$ cat config.mk
export PLATFORM = sky130hd
export DESIGN_NAME = timer_counter_flat
export DESIGN_NICKNAME = d
export VERILOG_FILES = /design/src/rtl/timer_counter_if.sv /design/src/rtl/timer_counter.sv /design/src/flat_wrapper.sv
export SDC_FILE = /design/constraint.sdc
export NUM_CORES = 1
export LEC_CHECK = 0
export CORE_MARGIN = 10
export CORE_UTILIZATION = 50
export DETAILED_ROUTE_END_ITERATION = 7
export PLACE_DENSITY = 0.85
export SYNTH_ARGS = -nofsm -noshare
export SYNTH_HDL_FRONTEND = slang
export SYNTH_SLANG_ARGS = --single-unit
$ cat constraint.sdc
create_clock -name clk -period 3.65 [get_ports clk]
set_input_delay 0.5475 -clock clk [delete_from_list [all_inputs] [get_ports clk]]
set_output_delay 0.5475 -clock clk [all_outputs]
set_load 0.05 [all_outputs]
$ cat src/rtl/timer_counter_if.sv
// Data-side bus between the CPU pipeline (master) and the timer/counter peripheral (slave).
interface timer_counter_if;
    logic [31:0] addr;
    logic        we;
    logic [31:0] wdata;
    logic        hit;
    logic [31:0] rdata;
    logic        irq;

    modport master (output addr, we, wdata, input hit, rdata, irq);
    modport slave  (input addr, we, wdata, output hit, rdata, irq);
endinterface

$ cat src/rtl/timer_counter.sv
// Memory-mapped down-counting timer with CTRL/PRESET/COUNT registers and a registered interrupt.
// state | meaning
// IDLE  | waiting for EN
// LOAD  | COUNT <= PRESET
// CNT   | decrementing COUNT toward terminal count
// INT   | terminal count reached; one-shot clears EN, auto-reload drops the flag
module timer_counter #(
    parameter logic [31:0] BASE = 32'h0000_7F00
) (
    input  logic           clk,
    input  logic           reset,
    timer_counter_if.slave bus
);
    typedef enum logic [1:0] {IDLE, LOAD, CNT, INT} state_t;

    state_t      state;
    logic [3:0]  ctrl;
    logic [31:0] preset;
    logic [31:0] count;
    logic        irq_flag;
    logic        irq_q;

    logic        wr;
    logic        ctrl_wr;
    logic        preset_wr;
    logic [3:0]  ctrl_eff;

    assign bus.hit = (bus.addr[31:4] == BASE[31:4]) && (bus.addr[3:2] != 2'b11)
                     && (bus.addr[1:0] == 2'b00);
    assign bus.irq = irq_q;

    assign wr        = bus.we && bus.hit;
    assign ctrl_wr   = wr && (bus.addr[3:2] == 2'b00);
    assign preset_wr = wr && (bus.addr[3:2] == 2'b01);
    // A CTRL write is seen by the FSM in the same cycle, so EN/MODE changes act immediately.
    assign ctrl_eff  = ctrl_wr ? bus.wdata[3:0] : ctrl;

    always_comb begin
        bus.rdata = 32'h0;
        if (bus.hit) begin
            case (bus.addr[3:2])
                2'b00:   bus.rdata = {28'h0, ctrl};
                2'b01:   bus.rdata = preset;
                2'b10:   bus.rdata = count;
                default: bus.rdata = 32'h0;
            endcase
        end
    end

    always_ff @(posedge clk) begin
        if (!reset) begin
            state    <= IDLE;
            ctrl     <= 4'h0;
            preset   <= 32'h0;
            count    <= 32'h0;
            irq_flag <= 1'b0;
            irq_q    <= 1'b0;
        end else begin
            if (ctrl_wr)   ctrl   <= bus.wdata[3:0];
            if (preset_wr) preset <= bus.wdata;
            if (ctrl_wr || preset_wr) irq_flag <= 1'b0;
            irq_q <= ctrl[3] & irq_flag;

            case (state)
                IDLE: if (ctrl_eff[0]) state <= LOAD;
                LOAD: begin
                    if (!ctrl_eff[0]) begin
                        state <= IDLE;
                    end else begin
                        count <= preset;
                        state <= CNT;
                    end
                end
                CNT: begin
                    if (!ctrl_eff[0]) begin
                        state <= IDLE;
                    end else if (count > 32'd1) begin
                        count <= count - 32'd1;
                    end else begin
                        // PRESET of 0 or 1 both terminate here; COUNT never wraps.
                        count    <= 32'h0;
                        irq_flag <= 1'b1;
                        state    <= INT;
                    end
                end
                INT: begin
                    state <= IDLE;
                    if (ctrl_eff[2:1] == 2'b01) irq_flag <= 1'b0;
                    else if (!ctrl_wr)          ctrl[0]  <= 1'b0;
                end
                default: state <= IDLE;
            endcase
        end
    end
endmodule

$ cat src/flat_wrapper.sv
// flat-port wrapper written by rule: the top's interface ports become plain ports
module timer_counter_flat 
#(
    parameter logic [31:0] BASE = 32'h0000_7F00
)
  (clk, reset, bus_addr, bus_we, bus_wdata, bus_hit, bus_rdata, bus_irq);
  timer_counter_if bus_i ();
  input  logic clk;
  input  logic reset;
  input wire logic [$bits(bus_i.addr)-1:0] bus_addr;
  input wire logic [$bits(bus_i.we)-1:0] bus_we;
  input wire logic [$bits(bus_i.wdata)-1:0] bus_wdata;
  output wire logic [$bits(bus_i.hit)-1:0] bus_hit;
  output wire logic [$bits(bus_i.rdata)-1:0] bus_rdata;
  output wire logic [$bits(bus_i.irq)-1:0] bus_irq;
  assign bus_i.addr = bus_addr;
  assign bus_i.we = bus_we;
  assign bus_i.wdata = bus_wdata;
  assign bus_hit = bus_i.hit;
  assign bus_rdata = bus_i.rdata;
  assign bus_irq = bus_i.irq;
  timer_counter #(.BASE(BASE)) u_core (.clk(clk), .reset(reset), .bus(bus_i));
endmodule
# Word level (Yosys, flattened, before mapping)

Cells that the tools add are included.
Widths: inputs -> output; s select.

Output and inout bits: 34
Input bits: 67
Logic and storage cells: 54
Bits in registers: 72

Add/subtract/negate cells: 1
Equal/unequal tests: 12
Order comparisons: 1
Reductions and logical operators: 12
Mux-type cells: 20
Bitwise gates (word level): 1

Operator list:

| cell                  | count |
|---|---|
| $mux 32               | 4 |
| $pmux 32 s3           | 1 |
| $pmux 32 s2           | 1 |
| $gt 32x1->1 const B   | 1 |
| $sub 32x1->32 const B | 1 |
| $eq 28x11->1 const B  | 1 |
| $mux 2                | 4 |
| $pmux 2 s4            | 1 |
| $mux 1                | 7 |
| $eq 2x1->1 const B    | 3 |
| $eq 2x2->1 const B    | 3 |
| $logic_not 2->1       | 3 |
| $ne 2x1->1 const B    | 3 |
| $logic_and 1x1->1     | 5 |
| $mux 3                | 1 |
| $ne 3x3->1 const B    | 1 |
| $reduce_and 3->1      | 1 |
| $ne 2x2->1 const B    | 1 |
| $pmux 1 s2            | 1 |
| $reduce_and 2->1      | 1 |
| $reduce_bool 2->1     | 1 |
| $and 1x1->1           | 1 |
| $logic_or 1x1->1      | 1 |

# Longest topological paths before layout

Gate-level depths: netlist of run 1.

Depth after elaboration: 10
Gate-level depth with buffers: 10

# Worst setup path before layout of run 1

No wires, ideal clock.

Kind: in2out
Start point: input port bus_addr[2]
End point: output port bus_rdata[10]
Path buffers: 3
Stages on the path: 7
Required time: 3.102 ns
Path slack: 0.605 ns
Arrival time: 2.498 ns
Cells stage by stage: buf_2 a211oi_1 nand4_1 or2_2 clkbuf_1 clkbuf_1 nor2_1

Longest elaborated chain between the ends: 4
Elaborated cells on any way between the ends: 8
Those cells by class: eq/ne: 3; mux: 2; reduce/logical: 3

RTL lines:

| element                                             | RTL line            | source |
|---|---|---|
| from (decl)                                         | flat_wrapper.sv:10  | `input wire logic [$bits(bus_i.addr)-1:0] bus_addr;` |
| branches (longest 3 deep; another with $pmux 32 s3) | n/a                 |  |
| $mux 32 *                                           | timer_counter.sv:40 | `if (bus.hit) begin` |
| to (decl)                                           | flat_wrapper.sv:14  | `output wire logic [$bits(bus_i.rdata)-1:0] bus_rdata;` |

Mark *: on every way between the ends.

# Worst setup path after layout of run 1

Start point: input port bus_addr[3]
End point: output port bus_rdata[19]

Same word-level chain as after synthesis.

==> results.yml, run 1 <==
timing:
  slew_viol_final: 0
  min_period_ns: 3.310
  setup_violations: 0
  relSlewSlack_pct: 25.27
  worst_clock_skew_ns: 0.009371
  rsz0062_at_grt: "false"
  clock.fmax_mhz: 302.1
  fin_tns_setup_ns: 0
  setup_ws_ns: 0.3403
  period_share_pct: 90.68
  tightestPinTransition_ns: 1.121
  hold_viol_final: 0
route:
  wl_per_cell_um: 18.69
  drt-pass1-iter-count: 5
  drt_iter0_drc: 435
  routed_wl_um: 13830
  viasPerCell: 6.238
  via_count: 4616
  drc_errors: 0
  ant_nets: 0
global_route:
  grt_overflow: 0
  grt_max_degree: 36
  grtUsageTotal_pct: 20.69
  antenna_found_initial: 0
  first_global_vias: 4565
  grt_pass1_wl_um: 22700
setup_path:
  crit_type: "in2out"
  reg2reg_slack_ns: 0.73
  crit_fanout: 35
  cp.arrival_ns: 2.76
  start_kind: "input pin"
  endpoint_kind: "primary output"
  worstPathRequired_ns: 3.10
job:
  drv_cap: 0
logic_synthesis:
  synth_top_area_cell: "dfxtp_1"
  syn_nets: 624
  syn_area_um2: 4335
  synth-seq-cells: 72
  synth_edf_count: 0
  synth.area.top_cells: "dfxtp_1 (33%), mux2i_1 (9.2%), nor2_1 (8.2%)"
  seq_area_frac_synth_pct: 33.25
  ys_types: 56
  ys_warn_count: 0
  avgSynthCellArea_um2: 7.883
  async_flop_share_pct: 0
  synthCells: 550
  synthFlopType: "dfxtp_1"
  yosys.area.top_type_share_pct: 33.25
final_layout:
  finalCoreUtilization_pct: 70.82
  fill_cells: 646
  drive_above_1_share_pct: 12.44
  area_growth_syn_to_layout_pct: 36.25
  multi_input_area_um2: 2639
  seqCellArea_um2: 1441
  diodes: 0
  nNetsFinal: 705
  design_area_um2: 5907
floorplan:
  rows: 33
  fp.coreArea_um2: 8341
  die_h_um: 113.1
  fp.dieArea_um2: 12800
  pin_count: 101
  fp.dieW_um: 113.1
  initial_core_util_pct: 51.98
clocking:
  numCtsBuffers: 9
  cts_tree: "done"
  cts_hold_buf: 0
  h-tree-depth: 3
  path_clk_slew_ns: 0.08
  clock_latency_ns: 0.34
  cts.sinks: 72
  post_cts_buffers: 0
  ctsResizeCount: 0
  cts_root_buf: "clkbuf_8"
  cts_buffer_depth: 2
power:
  leakagePower_uw: 0.001916
  powerDensity_nw_per_um2: 283.0
  peakVddDrop_v: 0.0002272
  power_uw: 1672
place:
  portBuffers: 100
  place_ws_ns: 0.3287
  place_area_um2: 5720
  hpwl_um: 9647
  gp_congestion: 0.9155
worst_hold_path:
  holdCritPathClass: "reg2reg"
status:
  status: "finished, final reports clean"
cell families after synthesis:
kind of cell / Yosys count / share of synthesized area [%]
and+or+nand+nor: 211 / 23.69
AOI/OAI and AO/OA: 159 / 24.85
muxes: 41 / 9.755
adders and majority gates: 7 / 2.020
buffers and inverters: 60 / 6.436
DFF: 72 / 33.25
worst paths after layout:
kind	startpoint	endpoint	cells past startpoint
worst max register to register	u_core.count[24]$_SDFFE_PN0P_	u_core.count[20]$_SDFFE_PN0P_	7
worst min-delay path	u_core.count[10]$_SDFFE_PN0P_	u_core.count[10]$_SDFFE_PN0P_	2
worst min register to register	u_core.count[10]$_SDFFE_PN0P_	u_core.count[10]$_SDFFE_PN0P_	2
worst max-delay path	bus_addr[3]	bus_rdata[19]	6
metal layers:
layer	wire (um)	part of all wire, %	global-route usage [%]	up-vias
met4	212	1.5	6.684	0
li1	-	-	-	2175
met3	1306	9.4	5.811	23
met2	6445	47	32.64	257
met1	5868	42	26.57	2161
met5	0	0	0	-
cell usage after synthesis (5+ instances only):
| library cell | number |
|---|---|
| mux2i_1 | 40 |
| o211ai_2 | 5 |
| a22oi_1 | 32 |
| inv_1 | 16 |
| o31ai_1 | 8 |
| o32ai_1 | 6 |
| o21ai_0 | 6 |
| nor4_1 | 13 |
| a21o_1 | 17 |
| nand2_1 | 38 |
| nor2_1 | 95 |
| buf_4 | 6 |
| dfxtp_1 | 72 |
| a31oi_1 | 10 |
| o21ai_1 | 14 |
| ha_1 | 7 |
| buf_2 | 6 |
| clkbuf_1 | 26 |
| or3_1 | 5 |
| nor3_1 | 9 |
| nand4_1 | 16 |
| a21oi_1 | 46 |
| nand3_1 | 6 |
cell type report:
| type | instances | share of cell area, % |
|---|---|---|
| Multi-Input combinational cell | 418 | 44.67 |
| Timing Repair Buffer | 114 | 24.53 |
| Sequential cell | 72 | 24.40 |
| Clock buffer | 11 | 2.394 |
| Tap cell | 105 | 2.224 |
| Inverter | 16 | 1.017 |
| Clock inverter | 4 | 0.7625 |
power breakdown:
| group | internal (uW) | switching [uW] | leakage, uW |
|---|---|---|---|
| Clock | 328 | 290 | 0.0000989 |
| Sequential | 788 | 5.00 | 0.000580 |
| Combinational | 112 | 150 | 0.00124 |
| Total | 1230 | 444 | 0.00192 |
metrics by stage:
stage	hold WS, ns	instances
2_1_floorplan	0.4501	550
3_3_place_gp	0.4621	725
3_5_place_dp	0.4740	725
4_1_cts	0.4896	740
5_1_grt	0.5120	740
6_report	0.4911	740
sequential cells by signal, indices dropped and copies added (netlist names):
register / count
u_core.irq_flag: 1
u_core.preset: 32
u_core.state: 2
u_core.count: 32
u_core.bus.irq: 1
u_core.ctrl: 4
layout by cell type (no fill, tap or decap), types with 5 or more instances in the layout:
cell type / netlist / final
nor2_1: 95 / 95
dfxtp_1: 72 / 72
clkdlybuf4s50_1: 0 / 67
a21oi_1: 46 / 46
mux2i_1: 40 / 40
nand2_1: 38 / 38
buf_12: 0 / 34
a22oi_1: 32 / 32
a21o_1: 17 / 17
inv_1: 16 / 16
nand4_1: 16 / 16
o21ai_1: 14 / 14
nor4_1: 13 / 13
buf_4: 6 / 13
a31oi_1: 10 / 10
clkbuf_8: 0 / 10
nor3_1: 9 / 9
o31ai_1: 8 / 7
ha_1: 7 / 7
nand3_1: 6 / 6
o32ai_1: 6 / 6
o21ai_0: 6 / 6
or3_1: 5 / 5
o211ai_2: 5 / 5
critical path, cell delays in order:
cell and delay, ns:
clkdlybuf4s50_1 0.56, a211oi_1 0.28, nand4_1 0.23, or2_2 0.63, nor2_1 0.32, buf_12 0.18
Power figures use the tool's default switching activity.
==> inputs of run 2 (changes only) <==
--- a/config.mk
+++ b/config.mk
@@ -9,6 +9,7 @@
 export CORE_UTILIZATION = 50
 export DETAILED_ROUTE_END_ITERATION = 7
 export PLACE_DENSITY = 0.85
+export REMOVE_ABC_BUFFERS = 1
 export SYNTH_ARGS = -nofsm -noshare
 export SYNTH_HDL_FRONTEND = slang
 export SYNTH_SLANG_ARGS = --single-unit
==> run 2 against run 1 <==
Compared with the run above:
- die area unchanged
- combinational power decreased by 2%
- final area is 0.15% lower
- clock skew about the same
- power decreased by 0.68%
- largest power group unchanged
- global-route usage down 0.18 points
- highest routed layer unchanged
- maximum frequency is 0.19% lower
- first-iteration DRC count decreased by 32%
- sequential power is essentially flat
- critical endpoint is now bus_rdata[4]
- routed wire length down 1.2%
- register-to-register slack got worse by 0.02 ns
- count of clock-buffer cells in the layout grew 1
==> results.yml, run 2 (same netlist as run 1, synthesis figures left out) <==
power:
  switching_share_pct: 27.14
  p_switching_uw: 450.6
  clkPwrFrac_pct: 36.7
  p_int_uw: 1210
  powerDensity_nw_per_um2: 281.5
  leakagePower_uw: 0.001904
  sequentialPowerShare_pct: 47.8
  peakVddDrop_v: 0.0001955
  power_frac_comb_pct: 15.5
floorplan:
  fp.dieW_um: 113.1
  die_h_um: 113.1
  rows: 33
  fp.dieArea_um2: 12800
  initial_core_util_pct: 51.98
  pin_count: 101
  fp.coreArea_um2: 8341
status:
  status: "finished, final reports clean"
global_route:
  top_usage_layer: "met2"
  grt_pass1_wl_um: 22210
  gr-usage-met1_pct: 24.51
  grt_max_degree: 60
  first_global_vias: 4500
  grtUsageTotal_pct: 20.51
  grtUsageMet3_pct: 5.547
  grt_use_met2_pct: 33.49
  antenna_found_initial: 0
  grt_overflow: 0
clocking:
  cts_hold_buf: 0
  cts_tree: "done"
  cts.sinks: 72
  clock_latency_ns: 0.36
  ctsResizeCount: 0
  cts_buffer_depth: 2
  path_clk_slew_ns: 0.08
  numCtsBuffers: 9
  cts_root_buf: "clkbuf_8"
  post_cts_buffers: 0
  h-tree-depth: 3
timing:
  relSlewSlack_pct: 30.66
  period_share_pct: 90.85
  tightestPinTransition_ns: 1.039
  slew_viol_final: 0
  rsz0062_at_grt: "false"
  clock.fmax_mhz: 301.6
  min_period_ns: 3.316
  hold_viol_final: 0
  worst_clock_skew_ns: 0.009808
  setup_ws_ns: 0.3340
  setup_violations: 0
setup_path:
  cp.arrival_ns: 2.77
  crit_fanout: 35
  endpoint_kind: "primary output"
  crit_type: "in2out"
  worstPathRequired_ns: 3.10
  start_kind: "input pin"
route:
  viasPerCell: 6.272
  drc_errors: 0
  wl_per_cell_um: 18.49
  drt_iter0_drc: 295
  ant_nets: 0
  drt-pass1-iter-count: 5
  via_count: 4635
  routed_wl_um: 13670
worst_hold_path:
  holdCritPathClass: "reg2reg"
final_layout:
  area_growth_syn_to_layout_pct: 36.05
  mostFrequentLayoutCell: "nor2_1"
  finalCoreUtilization_pct: 70.72
  layout_common_cells: "nor2_1 (95), dfxtp_1 (72), clkdlybuf4s50_1 (67)"
  nNetsFinal: 703
  top_regs: "u_core.count x32, u_core.preset x32, u_core.ctrl x4"
  final_cells: 739
  diodes: 0
  drive_above_1_share_pct: 11.99
place:
  place_ws_ns: 0.3421
  gp_congestion: 0.8771
  hpwl_um: 9584
  place_inst: 723
  portBuffers: 100
job:
  drv_cap: 0
run 2: cell type report:
class	count	area, um2
fill	658	2442
timing repair buffer	112	1446
multi-input combinational	418	2639
inverter	16	60.06
sequential	72	1441
clock inverter	4	45.04
clock buffer	12	135.1
tap	105	131.4
run 2: stage by stage:
| step | setup TNS [ns] | area (um2) | hold slack [ns] | total power, uW |
|---|---|---|---|---|
| 6_report | 0 | 5898 | 0.5036 | 1660 |
| 5_1_grt | 0 | 5898 | 0.5094 | 1719 |
| 4_1_cts | 0 | 5898 | 0.4999 | 1661 |
| 3_5_place_dp | 0 | 5718 | 0.4882 | 1063 |
| 3_3_place_gp | 0 | 5718 | 0.4763 | 1057 |
| 2_1_floorplan | -50.05 | 4116 | 0.4501 | 925.7 |
run 2: path summary, 6_finish.rpt:
kind	startpoint	to	slack, ns	cells after the start
setup / recovery	bus_addr[3]	bus_rdata[4]	0.33	6
hold / removal	u_core.irq_flag$_SDFF_PN0_	u_core.bus.irq$_SDFF_PN0_	0.50	1
setup reg to reg	u_core.count[11]$_SDFFE_PN0P_	u_core.count[15]$_SDFFE_PN0P_	0.71	7
hold reg to reg	u_core.irq_flag$_SDFF_PN0_	u_core.bus.irq$_SDFF_PN0_	0.50	1
run 2: power by group through the flow:
stage | combinational (uW) | sequential [uW] | clock, uW
after floorplan | 116 | 810 | 0
final | 257 | 793 | 610
after global placement | 247 | 811 | 0
after detailed placement | 252 | 811 | 0
after global routing | 276 | 793 | 650
after CTS | 254 | 793 | 614
run 2: metal layers:
metal,up-vias,share of wire [%]
met4,0,2.7
met5,-,0
met1,2178,41
met3,43,9.0
li1,2161,-
met2,253,48
run 2: worst max-delay path, stage by stage:
cell	delay, ns
clkdlybuf4s50_1	0.56
a211oi_1	0.26
nand4_1	0.23
or2_2	0.63
nor2_1	0.34
buf_12	0.18
